[src/rtl/i2s_pkg.sv]
// i2s_pkg: shared I2S definitions for the transmit and receive sides.
//   SLOT_DEF    : default bck periods per channel slot
//   WIDTH_DEF   : default sample width per channel
//   BCK_DIV_DEF : default clk cycles per bck period
//   stereo_t    : one left/right sample pair at the default width
package i2s_pkg;

  localparam int unsigned SLOT_DEF    = 32;
  localparam int unsigned WIDTH_DEF   = 24;
  localparam int unsigned BCK_DIV_DEF = 4;

  typedef struct packed {
    logic [WIDTH_DEF-1:0] left;
    logic [WIDTH_DEF-1:0] right;
  } stereo_t;

endpackage

[src/rtl/i2s_clkgen.sv]
// i2s_clkgen: bit clock / word select generator for the I2S master.
//   clk, reset     : system clock, synchronous active-low reset
//   o_bck          : registered bit clock, high while div_cnt >= BCK_DIV/2
//   o_lrck         : registered word select, 1 while bit_cnt >= SLOT
//   o_fall         : the coming clk edge is a falling bck edge
//   o_frame_wrap   : the coming falling edge wraps bit_cnt 2*SLOT-1 -> 0
//   o_bit_nxt      : bit_cnt value after the coming clk edge
module i2s_clkgen
  import i2s_pkg::*;
#(
  parameter int unsigned SLOT    = SLOT_DEF,
  parameter int unsigned BCK_DIV = BCK_DIV_DEF
) (
  input  logic                      clk,
  input  logic                      reset,
  output logic                      o_bck,
  output logic                      o_lrck,
  output logic                      o_fall,
  output logic                      o_frame_wrap,
  output logic [$clog2(2*SLOT)-1:0] o_bit_nxt
);

  localparam int unsigned DW = $clog2(BCK_DIV);
  localparam int unsigned BW = $clog2(2*SLOT);

  localparam logic [DW-1:0] DIV_LAST = DW'(BCK_DIV - 1);
  localparam logic [DW-1:0] DIV_HALF = DW'(BCK_DIV / 2);
  localparam logic [BW-1:0] BIT_LAST = BW'(2*SLOT - 1);
  localparam logic [BW-1:0] BIT_SLOT = BW'(SLOT);

  logic [DW-1:0] r_div_cnt;
  logic [DW-1:0] w_div_nxt;
  logic [BW-1:0] r_bit_cnt;
  logic [BW-1:0] w_bit_nxt;
  logic          r_bck;
  logic          r_lrck;
  logic          w_fall;
  logic          w_frame_wrap;

  always_comb begin
    w_fall       = (r_div_cnt == DIV_LAST);
    w_div_nxt    = w_fall ? '0 : r_div_cnt + 1'b1;
    w_frame_wrap = w_fall && (r_bit_cnt == BIT_LAST);
    w_bit_nxt    = r_bit_cnt;
    if (w_fall) begin
      w_bit_nxt = (r_bit_cnt == BIT_LAST) ? '0 : r_bit_cnt + 1'b1;
    end
  end

  // bck and lrck are registered from the next-state counters so they
  // line up with div_cnt/bit_cnt in the same cycle.
  always_ff @(posedge clk) begin
    if (!reset) begin
      r_div_cnt <= '0;
      r_bit_cnt <= '0;
      r_bck     <= 1'b0;
      r_lrck    <= 1'b0;
    end else begin
      r_div_cnt <= w_div_nxt;
      r_bit_cnt <= w_bit_nxt;
      r_bck     <= (w_div_nxt >= DIV_HALF);
      r_lrck    <= (w_bit_nxt >= BIT_SLOT);
    end
  end

  assign o_bck        = r_bck;
  assign o_lrck       = r_lrck;
  assign o_fall       = w_fall;
  assign o_frame_wrap = w_frame_wrap;
  assign o_bit_nxt    = w_bit_nxt;

endmodule

[src/rtl/i2s_tx.sv]
// i2s_tx: I2S (Philips) master transmitter with a one-pair holding buffer.
//   clk, reset          : system clock, synchronous active-low reset
//   in_valid/in_ready   : sample pair handshake
//   in_left, in_right   : WIDTH-bit two's-complement samples
//   bck, lrck, dout     : registered I2S bit clock, word select, data
//   frame_start         : one-clk pulse when a new frame begins
//   underflow           : one-clk pulse when a frame begins with no pair held
module i2s_tx
  import i2s_pkg::*;
#(
  parameter int unsigned WIDTH   = WIDTH_DEF,
  parameter int unsigned SLOT    = SLOT_DEF,
  parameter int unsigned BCK_DIV = BCK_DIV_DEF
) (
  input  logic             clk,
  input  logic             reset,
  input  logic             in_valid,
  input  logic [WIDTH-1:0] in_left,
  input  logic [WIDTH-1:0] in_right,
  output logic             in_ready,
  output logic             bck,
  output logic             lrck,
  output logic             dout,
  output logic             frame_start,
  output logic             underflow
);

  localparam int unsigned BW = $clog2(2*SLOT);
  localparam int unsigned IW = (WIDTH > 1) ? $clog2(WIDTH) : 1;

  localparam logic [BW-1:0] SLOT_B  = BW'(SLOT);
  localparam logic [BW-1:0] WIDTH_B = BW'(WIDTH);

  logic             w_fall;
  logic             w_frame_wrap;
  logic [BW-1:0]    w_bit_nxt;
  logic [BW-1:0]    w_pos;
  logic [IW-1:0]    w_idx;
  logic [WIDTH-1:0] w_word;
  logic             w_dbit;
  logic             w_load;
  logic             w_accept;

  logic             r_hold_full;
  logic [WIDTH-1:0] r_hold_l;
  logic [WIDTH-1:0] r_hold_r;
  logic [WIDTH-1:0] r_frm_l;
  logic [WIDTH-1:0] r_frm_r;
  logic             r_dout;
  logic             r_frame_start;
  logic             r_underflow;

  i2s_clkgen #(
    .SLOT    (SLOT),
    .BCK_DIV (BCK_DIV)
  ) u_clkgen (
    .clk          (clk),
    .reset        (reset),
    .o_bck        (bck),
    .o_lrck       (lrck),
    .o_fall       (w_fall),
    .o_frame_wrap (w_frame_wrap),
    .o_bit_nxt    (w_bit_nxt)
  );

  always_comb begin
    w_load   = w_frame_wrap & r_hold_full;
    in_ready = reset & (~r_hold_full | w_load);
    w_accept = in_valid & in_ready;
    // Slot position and channel of the bit that goes out at the coming
    // falling edge; position 0 is the one-bck I2S delay, so it is padding.
    w_pos    = (w_bit_nxt >= SLOT_B) ? w_bit_nxt - SLOT_B : w_bit_nxt;
    w_word   = (w_bit_nxt >= SLOT_B) ? r_frm_r : r_frm_l;
    w_idx    = IW'(WIDTH_B - w_pos);
    w_dbit   = 1'b0;
    if ((w_pos != '0) && (w_pos <= WIDTH_B)) begin
      w_dbit = w_word[w_idx];
    end
  end

  // At a frame wrap the next position is 0, so dout is padding on that edge
  // and the frame register may be reloaded in the same edge without hazard.
  always_ff @(posedge clk) begin
    if (!reset) begin
      r_hold_full   <= 1'b0;
      r_hold_l      <= '0;
      r_hold_r      <= '0;
      r_frm_l       <= '0;
      r_frm_r       <= '0;
      r_dout        <= 1'b0;
      r_frame_start <= 1'b0;
      r_underflow   <= 1'b0;
    end else begin
      r_frame_start <= w_frame_wrap;
      r_underflow   <= w_frame_wrap & ~r_hold_full;
      if (w_frame_wrap) begin
        r_frm_l <= w_load ? r_hold_l : '0;
        r_frm_r <= w_load ? r_hold_r : '0;
      end
      if (w_accept) begin
        r_hold_l    <= in_left;
        r_hold_r    <= in_right;
        r_hold_full <= 1'b1;
      end else if (w_load) begin
        r_hold_full <= 1'b0;
      end
      if (w_fall) begin
        r_dout <= w_dbit;
      end
    end
  end

  assign dout        = r_dout;
  assign frame_start = r_frame_start;
  assign underflow   = r_underflow;

endmodule

[config.mk]
export PLATFORM = sky130hd
export DESIGN_NAME = i2s_tx
export DESIGN_NICKNAME = d
export VERILOG_FILES = /design/src/rtl/i2s_pkg.sv /design/src/rtl/i2s_clkgen.sv /design/src/rtl/i2s_tx.sv
export SDC_FILE = /design/constraint.sdc
export NUM_CORES = 1
export LEC_CHECK = 0
export BUFFER_PORTS_ARGS = -buffer_cell sky130_fd_sc_hd__clkbuf_2
export CORE_UTILIZATION = 35
export DETAILED_ROUTE_END_ITERATION = 8
export PLACE_DENSITY = 0.55
export SKIP_LAST_GASP = 1
export SLEW_MARGIN = 25
export SYNTH_ARGS = -nofsm -noshare
export SYNTH_HDL_FRONTEND = slang
export SYNTH_SLANG_ARGS = --single-unit
export TNS_END_PERCENT = 20
[constraint.sdc]
create_clock -name clk -period 3 [get_ports clk]
set_clock_uncertainty 0.05 [all_clocks]
set_input_delay 0.3 -clock clk [delete_from_list [all_inputs] [get_ports clk]]
set_output_delay 0.3 -clock clk [all_outputs]
set_load 0.01 [all_outputs]
==> impl_results.md <==
- Status: complete, no violations
- Worst VDD drop: 0.261 mV
- Multi-input logic area: 2390 um2
- Pwr dens: 545 nW/um2
- Most common flop cell mapped by yosys: dfxtp_1
- Diode count: 0
- Synth Area in Adders: 0.00787
- Chip width: 119 um
- Core area: 13200 um2
- CTS root buffer: clkbuf_16
- Post-synth ARST share: 0
- Sequential area share after synthesis: 0.458
- Total Die Area: 14100 um2
- Layout Nets: 676
- Int Power: 2360 uW
- Mux contribution to synthesized area: 0.0273
- Sequential share of power: 0.500
- R2r startpoint: u_clkgen.r_div_cnt[1]
- Area growth syn-to-layout: 17.3%
- Relative slew slack: 0.594
- Switch share: 0.226
- GRT Overall Usage: 0.184
- WS Path Type: flop to flop
- FF/Latch Area: 2180 um2
- Fin cells: 802
- Critical Path End Type: flop
- Synth Area in Compound Gates: 0.171
- CTS tree: yes
- Startpoint Class: flop
- Reg-to-Reg End: dout
- Crit Path Max Fanout: 4
- P_sw: 688 uW
- Static Leak: 0.00222 uW
- Number of global-route vias before repair: 3987
- Number of synthesized flops with an enable pin: 0
- Xor/xnor share of the synthesized area: 0.0129
- Worst EP required: 3.22 ns
- Fillers: 1388
- Worst-margin pin slew: 0.610 ns
- H-Tree Depth: 3
- Final core occ: 0.423
- Final-report hold violation count: 0
- Worst Hold Launch: in_left[14]
- Synth Cell Area: 4770 um2
- Initial antenna violation count: 0
- Total Power: 3050 uW
- Number of DRC markers in iteration 0: 196
- Hold WC Path Type: input pin to flop
- WHS: 0.0855 ns
- Number of port buffers: 56
- Initial Util: 0.360
- Combinational power share: 0.085
- ANT nets after route: 0
- Row cnt: 42
- Post-synthesis simple-gate area fraction: 0.275
- DR WL/cell: 15.1 um
- Hold buffer count at cts: 0
- First-pass GRT wire length: 20400 um
- Clock Latency Late Sink: 0.34 ns
- Worst R2R Setup Slack: 0.21 ns
- Io pins: 57
- RSZ-0062 raised after global routing: no
- Final wirelength: 12100 um
- Max-Cap Viols: 0
- Fmax: 0.358 GHz
- Slew Limit Fails: 0
- Clock Sinks: 109
- Cts bufs inserted: 9
- Commonest non-fill, non-tap cell in the layout: nand2_1
- Cells after DPL: 785
- Flip-flop and latch count after synthesis: 109
- Reg2reg path depth: 12
- Final TNS setup: 0 ns
- CTS max path bufs: 2
- Period Utilization, post-route: 0.931
- Hold depth: 3
- Final setup violation count: 0
- Layout cells sized above 1: 0.174
- Commonest non-fill, non-tap cells in the layout: nand2_1 (158), dfxtp_1 (109), nand3_1 (101)
- Post-route minimum period: 2.79 ns
- 1st-pass router iterations: 4
- Die Y: 119 um
- Worst hold endpoint: r_hold_l[14]
- Worst-path clk slew: 0.07 ns
- Remaining DRCs: 0
- Syn_nets: 632
- Mean post-synth cell area: 8.25 um2
- Synth cell types: 58
- Clock share of power: 0.415
- Vias per inst: 5.11
- Global route total overflow: 0
- Worst Path Arrival: 3.01 ns
- Pin count of the biggest net entering global routing: 71
- Largest family of logic cells by synthesized area: simple AND/OR/NAND/NOR gates
- Synth warn: 0
- Half-perimeter wire length after placement: 8540 um
- Cell count after synthesis: 578
- GP Congestion: 0.857
- DR vias: 4099
through the flow:
| step | instance area, um2 | setup slack, ns |
|---|---|---|
| 6_report | 5600 | 0.208 |
| 5_1_grt | 5600 | 0.0245 |
| 4_1_cts | 5560 | 0.115 |
| 3_5_place_dp | 5240 | 0.147 |
| 3_3_place_gp | 5240 | 0.251 |
| 2_1_floorplan | 4770 | 0.0721 |
worst max path at each step:
stage,from,slack (ns),to,depth (start not counted)
after floorplan,u_clkgen.r_div_cnt[1],0.07,dout,13
after global placement,u_clkgen.r_div_cnt[1],0.25,dout,12
after detailed placement,u_clkgen.r_div_cnt[1],0.15,dout,12
after CTS,u_clkgen.r_div_cnt[1],0.11,dout,12
after global routing,u_clkgen.r_div_cnt[0],0.02,dout,11
final,u_clkgen.r_div_cnt[1],0.21,dout,12
synthesized netlist by cell type, types with 4 or more instances:
cell      instances  area share
a211oi_1          4      0.0063
a21boi_0         51       0.080
a21oi_1           6      0.0063
and2_1            6      0.0079
buf_1             7      0.0055
buf_2             7      0.0073
clkbuf_1         28       0.022
dfxtp_1         109        0.46
mux2i_1           4      0.0084
nand2_1         158        0.12
nand3_1         101        0.11
nor2_1            7      0.0055
nor2b_1           5      0.0066
o221ai_1          5      0.0092
o22ai_1           7      0.0092
xor2_1            6       0.011
cell families after synthesis:
kind of cell               count (synthesis)
AOI/OAI and AO/OA                        105
xor gates and xnor gates                   7
buffers and inverters                     51
and+or+nand+nor                          294
muxes                                      9
adders and majority gates                  3
DFF                                      109
layout make-up:
cell class,instances,area share
multi-input combinational,418,0.426
sequential,109,0.390
timing repair buffer,80,0.0845
clock buffer,12,0.0441
tap,176,0.0394
clock inverter,3,0.0123
inverter,4,0.00335
critical path, stage by stage, from the launching register on:
cell and delay [ns]:
dfxtp_1 0.32, ha_2 0.23, and4_1 0.20, a21oi_4 0.14
inv_2 0.05, ha_1 0.33, clkinvlp_4 0.13, a211oi_4 0.31
o221ai_1 0.19, o311ai_1 0.16, o21ai_1 0.13, a221o_1 0.38
a22oi_2 0.11
flip-flops by register name, summed over array words and instances (netlist names):
| register | cells |
|---|---|
| r_frm_l | 24 |
| r_frm_r | 24 |
| r_hold_l | 24 |
| r_hold_r | 24 |
| u_clkgen.r_bit_cnt | 6 |
| u_clkgen.r_div_cnt | 2 |
| dout | 1 |
| frame_start | 1 |
| r_hold_full | 1 |
| u_clkgen.o_lrck | 1 |
| underflow | 1 |
metal layers:
metal,routed length (um),global-route usage
met1,5830,0.250
met2,5630,0.292
met3,521,0.0381
met4,90,0.0546
met5,0,0
power groups by stage:
stage / clock network (uW) / registers [uW] / logic, uW
floorplan: 0 / 1550 / 167
global placement: 0 / 1550 / 247
detailed placement: 0 / 1560 / 252
CTS: 1310 / 1520 / 253
global route: 1360 / 1530 / 293
finish: 1270 / 1520 / 259
timing repair:
| item | CTS | global route |
|---|---|---|
| resized for setup | 0 | 5 |
| setup buffers | 0 | 2 |
| endpoints found under the setup margin | 0 | 1 |
Note: power is estimated with default switching activity, not from simulation.
